**src/rtl/lcd_pkg.sv**
```systemverilog
// ---------------------------------------------------------------------------
// lcd_pkg
//   Shared definitions for the character-LCD path: the write sequencer state
//   encoding, the mode constants used by the main controller, the byte index
//   width and the default pin timing (in clk cycles at 50 MHz).
// ---------------------------------------------------------------------------
package lcd_pkg;

  // Write sequencer states
  typedef enum logic [2:0] {
    ST_IDLE  = 3'd0,
    ST_SETUP = 3'd1,
    ST_EHIGH = 3'd2,
    ST_HOLD  = 3'd3,
    ST_WAIT  = 3'd4,
    ST_DONE  = 3'd5
  } lcd_wr_state_t;

  // Burst mode: init uses the long post-byte wait, refresh the short one
  localparam logic LCD_INIT = 1'b1;
  localparam logic LCD_REF  = 1'b0;

  // Up to four bytes per burst
  localparam int BYTE_IDX_W = 2;

  // Default timing, shared with the controller
  localparam int LCD_T_SETUP     = 2;
  localparam int LCD_T_E_HIGH    = 12;
  localparam int LCD_T_HOLD      = 2;
  localparam int LCD_T_WAIT_INIT = 250000;  // 5 ms
  localparam int LCD_T_WAIT_REF  = 2500;    // 50 us
  localparam int LCD_CNT_W       = 18;      // holds the largest T_* minus one

endpackage

```
**src/rtl/lcd_delay_cnt.sv**
```systemverilog
// ---------------------------------------------------------------------------
// lcd_delay_cnt
//   Loadable down-counter with a zero flag. It is loaded with (cycles-1) on
//   entry to a timed state; the state is left in the cycle where zero is high.
//   The counter parks at zero when not reloaded.
//
// Ports
//   clk       in   system clock
//   rst       in   asynchronous active-high reset (count cleared)
//   load      in   load load_val on this edge (has priority over counting)
//   load_val  in   value to load, CNT_W bits
//   zero      out  count is zero
// ---------------------------------------------------------------------------
module lcd_delay_cnt
  import lcd_pkg::*;
#(
  parameter int CNT_W = LCD_CNT_W
) (
  input  logic             clk,
  input  logic             rst,
  input  logic             load,
  input  logic [CNT_W-1:0] load_val,
  output logic             zero
);

  logic [CNT_W-1:0] count_reg;

  always_ff @(posedge clk or posedge rst) begin
    if (rst) begin
      count_reg <= '0;
    end else if (load) begin
      count_reg <= load_val;
    end else if (count_reg != '0) begin
      count_reg <= count_reg - 1'b1;
    end
  end

  assign zero = (count_reg == '0);

endmodule

```
**src/rtl/lcd_write_seq.sv**
```systemverilog
// ---------------------------------------------------------------------------
// lcd_write_seq
//   Byte-write sequencer for an HD44780-style character LCD. On a start
//   request it writes a burst of lcd_cnt+1 bytes; each byte goes through
//   SETUP (RS/DB settle, E low), EHIGH (E pulse), HOLD (RS/DB held, E low)
//   and WAIT (controller busy time, length chosen by mode). A one-cycle
//   lcd_finish pulse marks the end of the burst.
//
// Ports
//   clk         in   system clock
//   rst         in   asynchronous active-high reset
//   lcd_enable  in   start request, only looked at in IDLE
//   mode        in   1 = init (long wait), 0 = refresh (short wait)
//   lcd_cnt     in   index of the last byte of the burst
//   reg_sel     in   RS value for the whole burst
//   db_in       in   byte selected by the external mux from byte_idx
//   byte_idx    out  index of the byte being written
//   lcd_rs      out  LCD RS pin
//   lcd_rw      out  LCD RW pin, always 0 (write only)
//   lcd_e       out  LCD E pin (registered)
//   lcd_db      out  LCD data pins (registered)
//   lcd_finish  out  one-cycle pulse when the burst is complete
//   busy        out  high whenever the sequencer is not idle
// ---------------------------------------------------------------------------
module lcd_write_seq
  import lcd_pkg::*;
#(
  parameter int T_SETUP     = LCD_T_SETUP,
  parameter int T_E_HIGH    = LCD_T_E_HIGH,
  parameter int T_HOLD      = LCD_T_HOLD,
  parameter int T_WAIT_INIT = LCD_T_WAIT_INIT,
  parameter int T_WAIT_REF  = LCD_T_WAIT_REF,
  parameter int CNT_W       = LCD_CNT_W
) (
  input  logic                  clk,
  input  logic                  rst,
  input  logic                  lcd_enable,
  input  logic                  mode,
  input  logic [BYTE_IDX_W-1:0] lcd_cnt,
  input  logic                  reg_sel,
  input  logic [7:0]            db_in,
  output logic [BYTE_IDX_W-1:0] byte_idx,
  output logic                  lcd_rs,
  output logic                  lcd_rw,
  output logic                  lcd_e,
  output logic [7:0]            lcd_db,
  output logic                  lcd_finish,
  output logic                  busy
);

  // Counter reload values: a state lasting N cycles starts at N-1
  localparam logic [CNT_W-1:0] LD_SETUP     = CNT_W'(T_SETUP - 1);
  localparam logic [CNT_W-1:0] LD_EHIGH     = CNT_W'(T_E_HIGH - 1);
  localparam logic [CNT_W-1:0] LD_HOLD      = CNT_W'(T_HOLD - 1);
  localparam logic [CNT_W-1:0] LD_WAIT_INIT = CNT_W'(T_WAIT_INIT - 1);
  localparam logic [CNT_W-1:0] LD_WAIT_REF  = CNT_W'(T_WAIT_REF - 1);

  lcd_wr_state_t          state_reg, state_next;

  // Burst parameters captured at start; later input changes are ignored
  logic                   mode_reg;
  logic [BYTE_IDX_W-1:0]  cnt_reg;
  logic                   rs_reg;

  logic [BYTE_IDX_W-1:0]  idx_reg, idx_next;
  logic                   e_reg;
  logic [7:0]             db_reg;

  logic                   start;
  logic                   dly_load;
  logic [CNT_W-1:0]       dly_val;
  logic                   dly_zero;
  logic [CNT_W-1:0]       wait_val;

  assign wait_val = (mode_reg == LCD_INIT) ? LD_WAIT_INIT : LD_WAIT_REF;

  lcd_delay_cnt #(
    .CNT_W (CNT_W)
  ) u_delay (
    .clk      (clk),
    .rst      (rst),
    .load     (dly_load),
    .load_val (dly_val),
    .zero     (dly_zero)
  );

  // -------------------------------------------------------------------------
  // Next-state logic. Every transition into a timed state reloads the delay
  // counter; DONE is a fixed single cycle and needs no load.
  // -------------------------------------------------------------------------
  always_comb begin
    state_next = state_reg;
    idx_next   = idx_reg;
    start      = 1'b0;
    dly_load   = 1'b0;
    dly_val    = LD_SETUP;

    case (state_reg)
      ST_IDLE: begin
        if (lcd_enable) begin
          start      = 1'b1;
          idx_next   = '0;
          state_next = ST_SETUP;
          dly_load   = 1'b1;
          dly_val    = LD_SETUP;
        end
      end

      ST_SETUP: begin
        if (dly_zero) begin
          state_next = ST_EHIGH;
          dly_load   = 1'b1;
          dly_val    = LD_EHIGH;
        end
      end

      ST_EHIGH: begin
        if (dly_zero) begin
          state_next = ST_HOLD;
          dly_load   = 1'b1;
          dly_val    = LD_HOLD;
        end
      end

      ST_HOLD: begin
        if (dly_zero) begin
          state_next = ST_WAIT;
          dly_load   = 1'b1;
          dly_val    = wait_val;
        end
      end

      ST_WAIT: begin
        if (dly_zero) begin
          // byte_idx stops at the last byte, so it never passes cnt_reg
          if (idx_reg == cnt_reg) begin
            state_next = ST_DONE;
          end else begin
            idx_next   = idx_reg + 1'b1;
            state_next = ST_SETUP;
            dly_load   = 1'b1;
            dly_val    = LD_SETUP;
          end
        end
      end

      ST_DONE: begin
        state_next = ST_IDLE;
      end

      default: begin
        state_next = ST_IDLE;
      end
    endcase
  end

  // -------------------------------------------------------------------------
  // State and pin registers
  // -------------------------------------------------------------------------
  always_ff @(posedge clk or posedge rst) begin
    if (rst) begin
      state_reg <= ST_IDLE;
      mode_reg  <= 1'b0;
      cnt_reg   <= '0;
      rs_reg    <= 1'b0;
      idx_reg   <= '0;
      e_reg     <= 1'b0;
      db_reg    <= '0;
    end else begin
      state_reg <= state_next;
      idx_reg   <= idx_next;
      // E is registered from the next state so it is high exactly in EHIGH
      e_reg     <= (state_next == ST_EHIGH);

      if (start) begin
        mode_reg <= mode;
        cnt_reg  <= lcd_cnt;
        rs_reg   <= reg_sel;
      end

      // Sampled on every SETUP edge; the value from the last SETUP cycle is
      // the one presented while E is high and through HOLD.
      if (state_reg == ST_SETUP) begin
        db_reg <= db_in;
      end
    end
  end

  assign byte_idx   = idx_reg;
  assign lcd_rs     = rs_reg;
  assign lcd_rw     = 1'b0;
  assign lcd_e      = e_reg;
  assign lcd_db     = db_reg;
  assign lcd_finish = (state_reg == ST_DONE);
  assign busy       = (state_reg != ST_IDLE);

endmodule
```
**config.mk**
```make
export PLATFORM = sky130hd
export DESIGN_NAME = lcd_write_seq
export DESIGN_NICKNAME = d
export VERILOG_FILES = /design/src/rtl/lcd_pkg.sv /design/src/rtl/lcd_delay_cnt.sv /design/src/rtl/lcd_write_seq.sv
export SDC_FILE = /design/constraint.sdc
export NUM_CORES = 1
export LEC_CHECK = 0
export ABC_CLOCK_PERIOD_IN_PS = 2300
export CORE_MARGIN = 2
export CORE_UTILIZATION = 40
export CTS_BUF_LIST = sky130_fd_sc_hd__clkbuf_16
export CTS_CLUSTER_SIZE = 10
export DETAILED_ROUTE_END_ITERATION = 10
export SYNTH_ARGS = -nofsm -noshare
export SYNTH_HDL_FRONTEND = slang
export SYNTH_SLANG_ARGS = --single-unit
```
**constraint.sdc**
```tcl
create_clock -name clk -period 2.3 [get_ports clk]
set_input_delay 0.575 -clock clk [delete_from_list [all_inputs] [get_ports clk]]
set_output_delay 0.575 -clock clk [all_outputs]
set_load 0.02 [all_outputs]
```
Word level (Yosys, flattened, before mapping)
Cells that the tools add are included.
- input port bits: 15
- register bits: 36
- word-level logic and storage cells: 51
- add/subtract/negate cells: 2
- reductions and logical operators: 8
- equality and inequality tests: 10
- multiplexer cells: 23
- operators by type and width (cell ; count):
    18-bit 2-to-1 mux ; 4
    18-bit case mux with 2 select lines ; 1
    18-bit zero test ; 1
    3-bit 2-to-1 mux ; 6
    18-bit nonzero test ; 1
    18-bit by 1-bit subtractor with 18-bit output, second input constant ; 1
    3-bit case mux with 5 select lines ; 1
    3-bit by 2-bit == test with 1-bit output, second input constant ; 3
    3-bit == test, second input constant ; 2
    2-bit 2-to-1 mux ; 3
    2-bit inequality test, second input constant ; 3
    1-bit 2-to-1 mux ; 5
    4-bit 2-to-1 mux ; 1
    2-bit case mux with 2 select lines ; 1
    4-bit AND reduction ; 1
    2-bit nonzero test ; 2
    3-bit by 1-bit == test with 1-bit output, second input constant ; 1
    3-bit zero test ; 1
    1-bit case mux with 3 select lines ; 1
    3-bit nonzero test ; 1
    3-bit OR reduction ; 1
    2-bit by 1-bit adder with 2-bit output, second input constant ; 1
    2-bit == test ; 1

Logic depth before layout (Yosys ltp)
Gate-level depths: netlist (run 1).
- word-level depth: 5
- depth in mapped cells: 9

Modules after synthesis
From an unflattened synthesis (run 1), not the netlist that was laid out.
- cell total of the unflattened synthesis: 194
- area, all modules: 2039.5 um^2
- by module, submodules not included (module ; cells an instance ; area an instance (um^2) ; times used):
    lcd_delay_cnt ; 113 ; 1112.3 ; 1
    lcd_write_seq ; 81 ; 927.1 ; 1

Worst setup path after synthesis (run 1)
OpenSTA, ideal clock, no wires.
- path type: reg-to-reg
- start point: register u_delay.count_reg[0]
- end point: register idx_reg[0] (netlist: byte_idx[0])
- cell stages (with the launch flop): 10
- data arrival time: 1.969 ns
- required time: 2.176 ns
- setup slack: 0.207 ns
- path through: dfrtp_1 -> inv_1 -> ha_1 -> nor4b_2 -> and3_1 -> buf_2 -> nand2_1 -> clkbuf_1 -> and3_1 -> a211o_1
- cells in the longest elaborated chain, start to end: 3
- RTL lines (what ; RTL line ; RTL):
    from (decl) ; lcd_delay_cnt.sv:26 ; logic [CNT_W-1:0] count_reg;
    from (signal assigned) ; lcd_delay_cnt.sv:32 ; count_reg <= load_val;
    from (signal assigned) ; lcd_delay_cnt.sv:34 ; count_reg <= count_reg - 1'b1;
    18-bit zero test ; lcd_delay_cnt.sv:38 ; assign zero = (count_reg == '0);
    2-bit inequality test (no source line) ; -- ;
    4-bit AND reduction (no source line) ; -- ;
    to (signal assigned) ; lcd_write_seq.sv:171 ; idx_reg <= idx_next;
    to (decl) ; lcd_write_seq.sv:65 ; logic [BYTE_IDX_W-1:0] idx_reg, idx_next;
Every way passes these cells.
A chain may end at the register's enable or synchronous reset.

Final worst setup path (run 1)
- start point: register state_reg[0]
- end point: output port busy
- cells in the longest elaborated chain, start to end: 1
- RTL lines (what ; RTL line ; RTL):
    from (decl) ; lcd_write_seq.sv:58 ; lcd_wr_state_t state_reg, state_next;
    from (signal assigned) ; lcd_write_seq.sv:170 ; state_reg <= state_next;
    3-bit nonzero test ; lcd_write_seq.sv:195 ; assign busy = (state_reg != ST_IDLE);
    to (decl) ; lcd_write_seq.sv:48 ; output logic busy
Every way passes these cells.

==> results of run 1 <==
[power groups by stage]
stage	registers [uW]	logic [uW]	clock network (uW)
global route	796	261	681
CTS	784	227	649
detailed placement	795	225	0
floorplan	787	142	0
finish	786	223	634
global placement	791	219	0
[through the flow]
| step | setup WS, ns | cell area, um2 | util [%] | std cells | hold slack [ns] |
|---|---|---|---|---|---|
| 3_5_place_dp | 0.104 | 2210 | 50.7 | 260 | 0.496 |
| 4_1_cts | 0.0960 | 2340 | 53.8 | 267 | 0.508 |
| 5_1_grt | 0.0509 | 2340 | 53.9 | 267 | 0.515 |
| 6_report | 0.119 | 2340 | 53.9 | 267 | 0.503 |
| 3_3_place_gp | 0.164 | 2210 | 50.7 | 260 | 0.488 |
| 2_1_floorplan | 0.207 | 1800 | - | 176 | 0.459 |
[layer usage]
| metal | vias to the layer above | global-route usage, % |
|---|---|---|
| met1 | 723 | 22.3 |
| met2 | 28 | 30.2 |
| li1 | 694 | - |
| met5 | - | 0 |
| met4 | 0 | 7.34 |
| met3 | 9 | 5.27 |
[what timing repair did]
action / CTS / global route
endpoints found under the hold margin: 0 / 0
gates resized for setup: 1 / 1
endpoints found under the setup margin: 1 / 1
[cells by family (layout without fill, tap and decap cells)]
family                     Yosys count  in the layout  share of synthesized area, %
AOI/OAI and AO/OA                   32             32                          10.4
buffers and inverters               12             51                          2.78
other                                1              1                         0.209
xor gates and xnor gates            13             13                          6.33
adders and majority gates            1              1                         0.696
and+or+nand+nor                     66             66                          20.3
muxes                               15             15                          9.19
DFF                                 36             36                          50.1
[layout by cell type (no fill, tap or decap), types with 6 or more instances in the layout]
master / Yosys / layout
a21oi_1: 13 / 13
buf_4: 1 / 9
clkdlybuf4s50_1: 0 / 27
dfrtp_1: 36 / 36
inv_1: 6 / 7
mux2_2: 12 / 12
nand2_1: 11 / 11
nand3_1: 6 / 6
nor2_1: 17 / 16
nor4_1: 6 / 6
o21ai_0: 9 / 9
xnor2_1: 10 / 10
[critical path, cell delays in order, from the launching register on]
cell and delay, ns:
dfrtp_1 0.45, or3_1 0.33, clkdlybuf4s50_1 0.55
[path summary, 6_finish.rpt]
kind                                                          to  slack [ns]  cells past startpoint
worst max-delay path                                        busy        0.12                      2
worst min-delay path                       lcd_db[6]$_DFFE_PP0P_        0.50                      1
worst max register to register  u_delay.count_reg[8]$_DFFE_PP0P_        0.16                      5
worst min register to register             lcd_db[6]$_DFFE_PP0P_        0.50                      1
max in group asynchronous       u_delay.count_reg[3]$_DFFE_PP0P_        1.27                      3
min in group asynchronous                  lcd_db[3]$_DFFE_PP0P_        0.70                      3
[final cells by class]
| type | count | share of cell area (%) |
|---|---|---|
| tap | 52 | 2.77 |
| multi-input combinational | 128 | 36.5 |
| sequential | 36 | 38.4 |
| inverter | 6 | 0.961 |
| timing repair buffer | 38 | 15.6 |
| clock buffer | 5 | 5.34 |
| clock inverter | 2 | 0.374 |
==> summary.md, run 1 <==
| Metric | Value |
|---|---|
| Final-stage net count | 231 |
| Pwr per Cell Area | 701 nW/um2 |
| Post-DRT Antenna Nets | 0 |
| Iter 0 DRT Violations | 68 |
| Share of power burned in registers | 47.8% |
| Setup-failing EPs final | 0 |
| Worst-path fanout max | 8 |
| Combinational share of power | 13.6% |
| Bufs on Longest Clock Path | 2 |
| Post-route clock period utilization | 94.8% |
| Post CTS Setup Buffer Count | 0 |
| Post-synth EDFFs | 0 |
| Die area | 5050 um2 |
| Flip-flop count of the largest register after layout | 18 |
| CTS tree | yes |
| Wire length on met2 | 2.04 mm |
| Sw Share | 26.3% |
| Seq/Total Area, Yosys | 50.1% |
| Die W | 71.0 um |
| Setup TNS | 0 ns |
| Worst-skew pair later-pin latency | 0.28 ns |
| RSZ-0062 raised after global routing | no |
| Number of synthesized register bits | 36 |
| Share of cells above drive strength 1 | 16.7% |
| Status | complete, no violations |
| Final Max Tran Viols | 0 |
| CP startpoint kind | flip-flop |
| Clock network fraction of total power | 38.6% |
| Ant diodes | 0 |
| Via count | 1454 |
| Critical Setup Path Class | reg -> out |
| Routed WL per cell | 15.0 um |
| Avg Vias per Cell | 5.45 |
| H-tree Lvls | 2 |
| Area contributors post-synth | dfrtp_1 (50%), mux2_2 (7.5%), xnor2_1 (4.9%) |
| Max VDD drop | 0.446 mV |
| Clock-pin slew on the worst setup and hold paths | 0.05 ns |
| Max Fclk | 459 MHz |
| R2r startpoint | u_delay.count_reg[12]$_DFFE_PP0P_ |
| Hold path start | lcd_db[6]$_DFFE_PP0P_ |
| Clock net sink count | 36 |
| CTS root buffer | clkbuf_16 |
| Inserted Clock Buffers | 5 |
| Area of the multi-input gates | 856 um2 |
| Sequential cell area | 901 um2 |
| Cell count after synthesis | 176 |
| Starting density of the core | 41.3% |
| Dpl hpwl | 2.93 mm |
| Area growth syn-to-layout | 30.4% |
| Post-synth top cells | dfrtp_1 (36), nor2_1 (17), a21oi_1 (13) |
| Ys Warns | 0 |
| DR pass1 iterations | 4 |
| Power, Total | 1640 uW |
| Synth async-reset ratio | 100% |
| DR DRC count | 0 |
| Mapped Area | 1800 um2 |
| Crit path DAT | 1.61 ns |
| Uppermost layer routed | met4 |
| Leak pwr | 0.000961 uW |
| Slew headroom | 57.7% |
| Cell taking the most area after synthesis | dfrtp_1 |
| Clk_skew | 0.00517 ns |
| CTS hold repair buffers | 0 |
| Yosys cell types | 38 |
| Final Hold Vio Count | 0 |
| Top FF cell, synth | dfrtp_1 |
| IO buf count | 28 |
| Largest net degree at the start of global routing | 37 |
| Initial antenna violation count | 0 |
| First-pass GRT wire length | 7.17 mm |
| GRT Util Overall | 18.2% |
| Pint | 1210 uW |
| Row cnt | 24 |
| Syn_nets | 192 |
| Vias in the first global route | 1540 |
| Max_cap viols | 0 |
| Area of the core | 4350 um2 |
| Routed Wire Length | 4.01 mm |
| Crit path from | state_reg[0]$_DFF_PP0_ |
| Die H | 71.0 um |
| Post-synth top area share | 50.1% |
| CP Capture Type | output pin |
| Worst hold path class | reg -> reg |
| WL met3 | 160 um |
| Net Switching | 432 uW |
| Worst Max-Slew Pin Slew | 0.631 ns |
| Overflow after GRT | 0 |
| Top-count cell post-synth | dfrtp_1 |
| GP Congestion | 0.865 |
| Mean Syn Cell Area | 10.2 um2 |
| Top Ports | 30 |
| Crit path required time | 1.73 ns |
| Final min period | 2.18 ns |
| Post-Route M1 WL | 1.72 mm |
| Number of filler cells placed in the layout | 379 |
(Power assumes the default switching activity.)
==> run 2: changes to the inputs <==
--- a/config.mk
+++ b/config.mk
@@ -14,3 +14,4 @@
 export SYNTH_ARGS = -nofsm -noshare
 export SYNTH_HDL_FRONTEND = slang
 export SYNTH_SLANG_ARGS = --single-unit
+export TNS_END_PERCENT = 100
==> results of run 2 <==
Final layout, timing and power as in run 1 (identical DEF).
==> run 3: changes to the inputs <==
--- a/config.mk
+++ b/config.mk
@@ -11,6 +11,9 @@
 export CTS_BUF_LIST = sky130_fd_sc_hd__clkbuf_16
 export CTS_CLUSTER_SIZE = 10
 export DETAILED_ROUTE_END_ITERATION = 10
+export GPL_ROUTABILITY_DRIVEN = 0
+export PLACE_DENSITY_LB_ADDON = 0.15
+export SLEW_MARGIN = 40
 export SYNTH_ARGS = -nofsm -noshare
 export SYNTH_HDL_FRONTEND = slang
 export SYNTH_SLANG_ARGS = --single-unit
==> run 3 against run 2 <==
- first-iteration DRC count is 5.9% higher
- design area is 0.27% lower
- die area stayed put
- flip-flop and latch count stayed put
- register-to-register slack hardly changed
- critical endpoint unchanged
- largest power group unchanged
==> summary.md, run 3 (same netlist as run 1, synthesis figures left out) <==
| Metric | Value |
|---|---|
| Status | complete, no violations |
| CP Capture Type | output pin |
| Combinational share of power | 13.6% (about the same) |
| Dpl hpwl | 3.00 mm (+2.5%) |
| Setup-failing EPs final | 0 (unchanged) |
| Clock-pin slew on the worst setup and hold paths | 0.06 ns (about the same) |
| Final Hold Vio Count | 0 (unchanged) |
| Worst-skew pair later-pin latency | 0.28 ns (about the same) |
| CTS hold repair buffers | 0 (unchanged) |
| Die W | 71.0 um (unchanged) |
| H-tree Lvls | 2 (unchanged) |
| First-pass GRT wire length | 7.13 mm (-0.59%) |
| Critical-path top delay cell | clkdlybuf4s50_1 |
| Max VDD drop | 0.361 mV (-19%) |
| Share of power burned in registers | 47.3% (-0.5 points) |
| CTS root buffer | clkbuf_16 |
| Post-DRT Antenna Nets | 0 (unchanged) |
| Routed WL per cell | 15.6 um (+3.9%) |
| Final Max Tran Viols | 0 (unchanged) |
| Critical Setup Path Class | reg -> out |
| Flip-flop count of the largest register after layout | 18 (unchanged) |
| DR DRC count | 0 (unchanged) |
| Core Util, Final | 53.7% (-0.14 points) |
| Placed cell areas | 2200 um2 (-0.57%) |
| Inserted Clock Buffers | 5 (unchanged) |
| Initial antenna violation count | 0 (unchanged) |
| Bufs on Longest Clock Path | 2 (unchanged) |
| Crit path required time | 1.73 ns (about the same) |
| Crit path largest cell delay | 0.55 ns (about the same) |
| Iter 0 DRT Violations | 72 (+5.9%) |
| Design area | 2340 um2 (-0.27%) |
| Post-route clock period utilization | 95.8% (+0.93 points) |
| Commonest cells after routing, fill and taps aside | dfrtp_1 (36), clkdlybuf4s50_1 (27), nor2_1 (16) |
| Number of filler cells placed in the layout | 379 (unchanged) |
| Area of the core | 4350 um2 (unchanged) |
| RSZ-0062 raised after global routing | no |
| Pwr per Cell Area | 711 nW/um2 (+1.5%) |
| Setup TNS | 0 ns (unchanged) |
| Starting density of the core | 41.3% (unchanged) |
| Most common cell after layout, fill and taps aside | dfrtp_1 |
| Final-stage net count | 231 (unchanged) |
| Clk_skew | 0.00930 ns (+0.00413 ns) |
| Vias in the first global route | 1486 (-3.5%) |
| Slew headroom | 58.0% (+0.35 points) |
| Ant diodes | 0 (unchanged) |
| Clock net sink count | 36 (unchanged) |
| CP startpoint kind | flip-flop |
| Sw Share | 26.9% (+0.60 points) |
| Crit path DAT | 1.63 ns (+0.02 ns) |
| Row cnt | 24 (unchanged) |
| Clock network fraction of total power | 39.2% (+0.6 points) |
| Top Ports | 30 (unchanged) |
| Pint | 1220 uW (+0.36%) |
| Worst-path fanout max | 8 (unchanged) |
| CTS tree | yes |
| Overflow after GRT | 0 (unchanged) |
| CP cell instances | or3_1 > clkdlybuf4s50_1 |
| Net Switching | 447 uW (+3.5%) |
| Die area | 5050 um2 (unchanged) |
| Largest net degree at the start of global routing | 37 (unchanged) |
| Share of cells above drive strength 1 | 16.7% (-0.078 points) |
| Routed Wire Length | 4.18 mm (+4.3%) |
| Area growth syn-to-layout | 30.1% |
| Via count | 1463 (+0.62%) |
| Final min period | 2.20 ns (+0.0214 ns) |
| Worst hold path class | reg -> reg |
| Max_cap viols | 0 (unchanged) |
| Avg Vias per Cell | 5.46 (+0.24%) |
| Max Fclk | 454 MHz (-0.97%) |
| Post CTS Setup Buffer Count | 0 (unchanged) |
| Leak pwr | 0.000956 uW (-0.51%) |
| GRT Util Overall | 18.2% (+0.030 points) |
| Worst Max-Slew Pin Slew | 0.626 ns (-0.00516 ns) |
| IO buf count | 28 (unchanged) |
| DR pass1 iterations | 4 (unchanged) |
| Die H | 71.0 um (unchanged) |
| Power, Total | 1660 uW (+1.2%) |
==> run 3: final timing paths <==
| check | start | to | slack [ns] | depth (start not counted) |
|---|---|---|---|---|
| worst max register to register | u_delay.count_reg[12]$_DFFE_PP0P_ | u_delay.count_reg[8]$_DFFE_PP0P_ | 0.16 | 5 |
| worst min-delay path | lcd_db[0]$_DFFE_PP0P_ | lcd_db[0]$_DFFE_PP0P_ | 0.50 | 1 |
| worst min register to register | lcd_db[0]$_DFFE_PP0P_ | lcd_db[0]$_DFFE_PP0P_ | 0.50 | 1 |
| max in group asynchronous | rst | lcd_db[2]$_DFFE_PP0P_ | 1.26 | 3 |
| min in group asynchronous | rst | u_delay.count_reg[7]$_DFFE_PP0P_ | 0.70 | 3 |
| worst max-delay path | state_reg[0]$_DFF_PP0_ | busy | 0.1 | 2 |
==> run 3: final cells by class <==
| class | instances | area, um2 | share of cell area [%] |
|---|---|---|---|
| multi-input combinational | 128 | 856 | 36.6 |
| tap | 52 | 65.1 | 2.78 |
| sequential | 36 | 901 | 38.5 |
| timing repair buffer | 38 | 354 | 15.1 |
| clock buffer | 5 | 125 | 5.35 |
| inverter | 6 | 22.5 | 0.963 |
| clock inverter | 3 | 15.0 | 0.642 |
==> run 3: per-stage QoR <==
| step | setup WS, ns | hold slack, ns | cells |
|---|---|---|---|
| 2_1_floorplan | 0.207 | 0.459 | 176 |
| 3_3_place_gp | 0.175 | 0.488 | 260 |
| 3_5_place_dp | 0.139 | 0.488 | 260 |
| 4_1_cts | 0.0972 | 0.507 | 268 |
| 5_1_grt | 0.0384 | 0.522 | 268 |
| 6_report | 0.0977 | 0.504 | 268 |
==> run 3: power groups by stage <==
stage,Sequential (uW),Clock [uW],Combinational (uW)
floorplan,787,0,142
global placement,793,0,221
detailed placement,795,0,227
CTS,785,667,228
global route,797,690,260
finish,786,651,226
==> run 3: worst max-delay path, delay by kind of cell, from the launching register on <==
kind,cells,cell delay [ns]
buf+inv,1,0.55
flops,1,0.46
simple gates,1,0.34
==> run 3: what timing repair did <==
| item | 4_1_cts | 5_1_grt |
|---|---|---|
| pin swaps | 0 | 0 |
| gates resized for setup | 1 | 1 |
| hold endpoints to repair | 0 | 0 |
| endpoints found under the setup margin | 1 | 2 |
==> run 3: per-layer routing <==
layer  up-vias  global-route usage (%)  share of wire, %
met2        33                    30.8                50
met4         0                    5.66               1.4
li1        698                       -                 -
met1       726                    22.6                45
met5         -                       0                 0
met3         6                    5.13               4.3
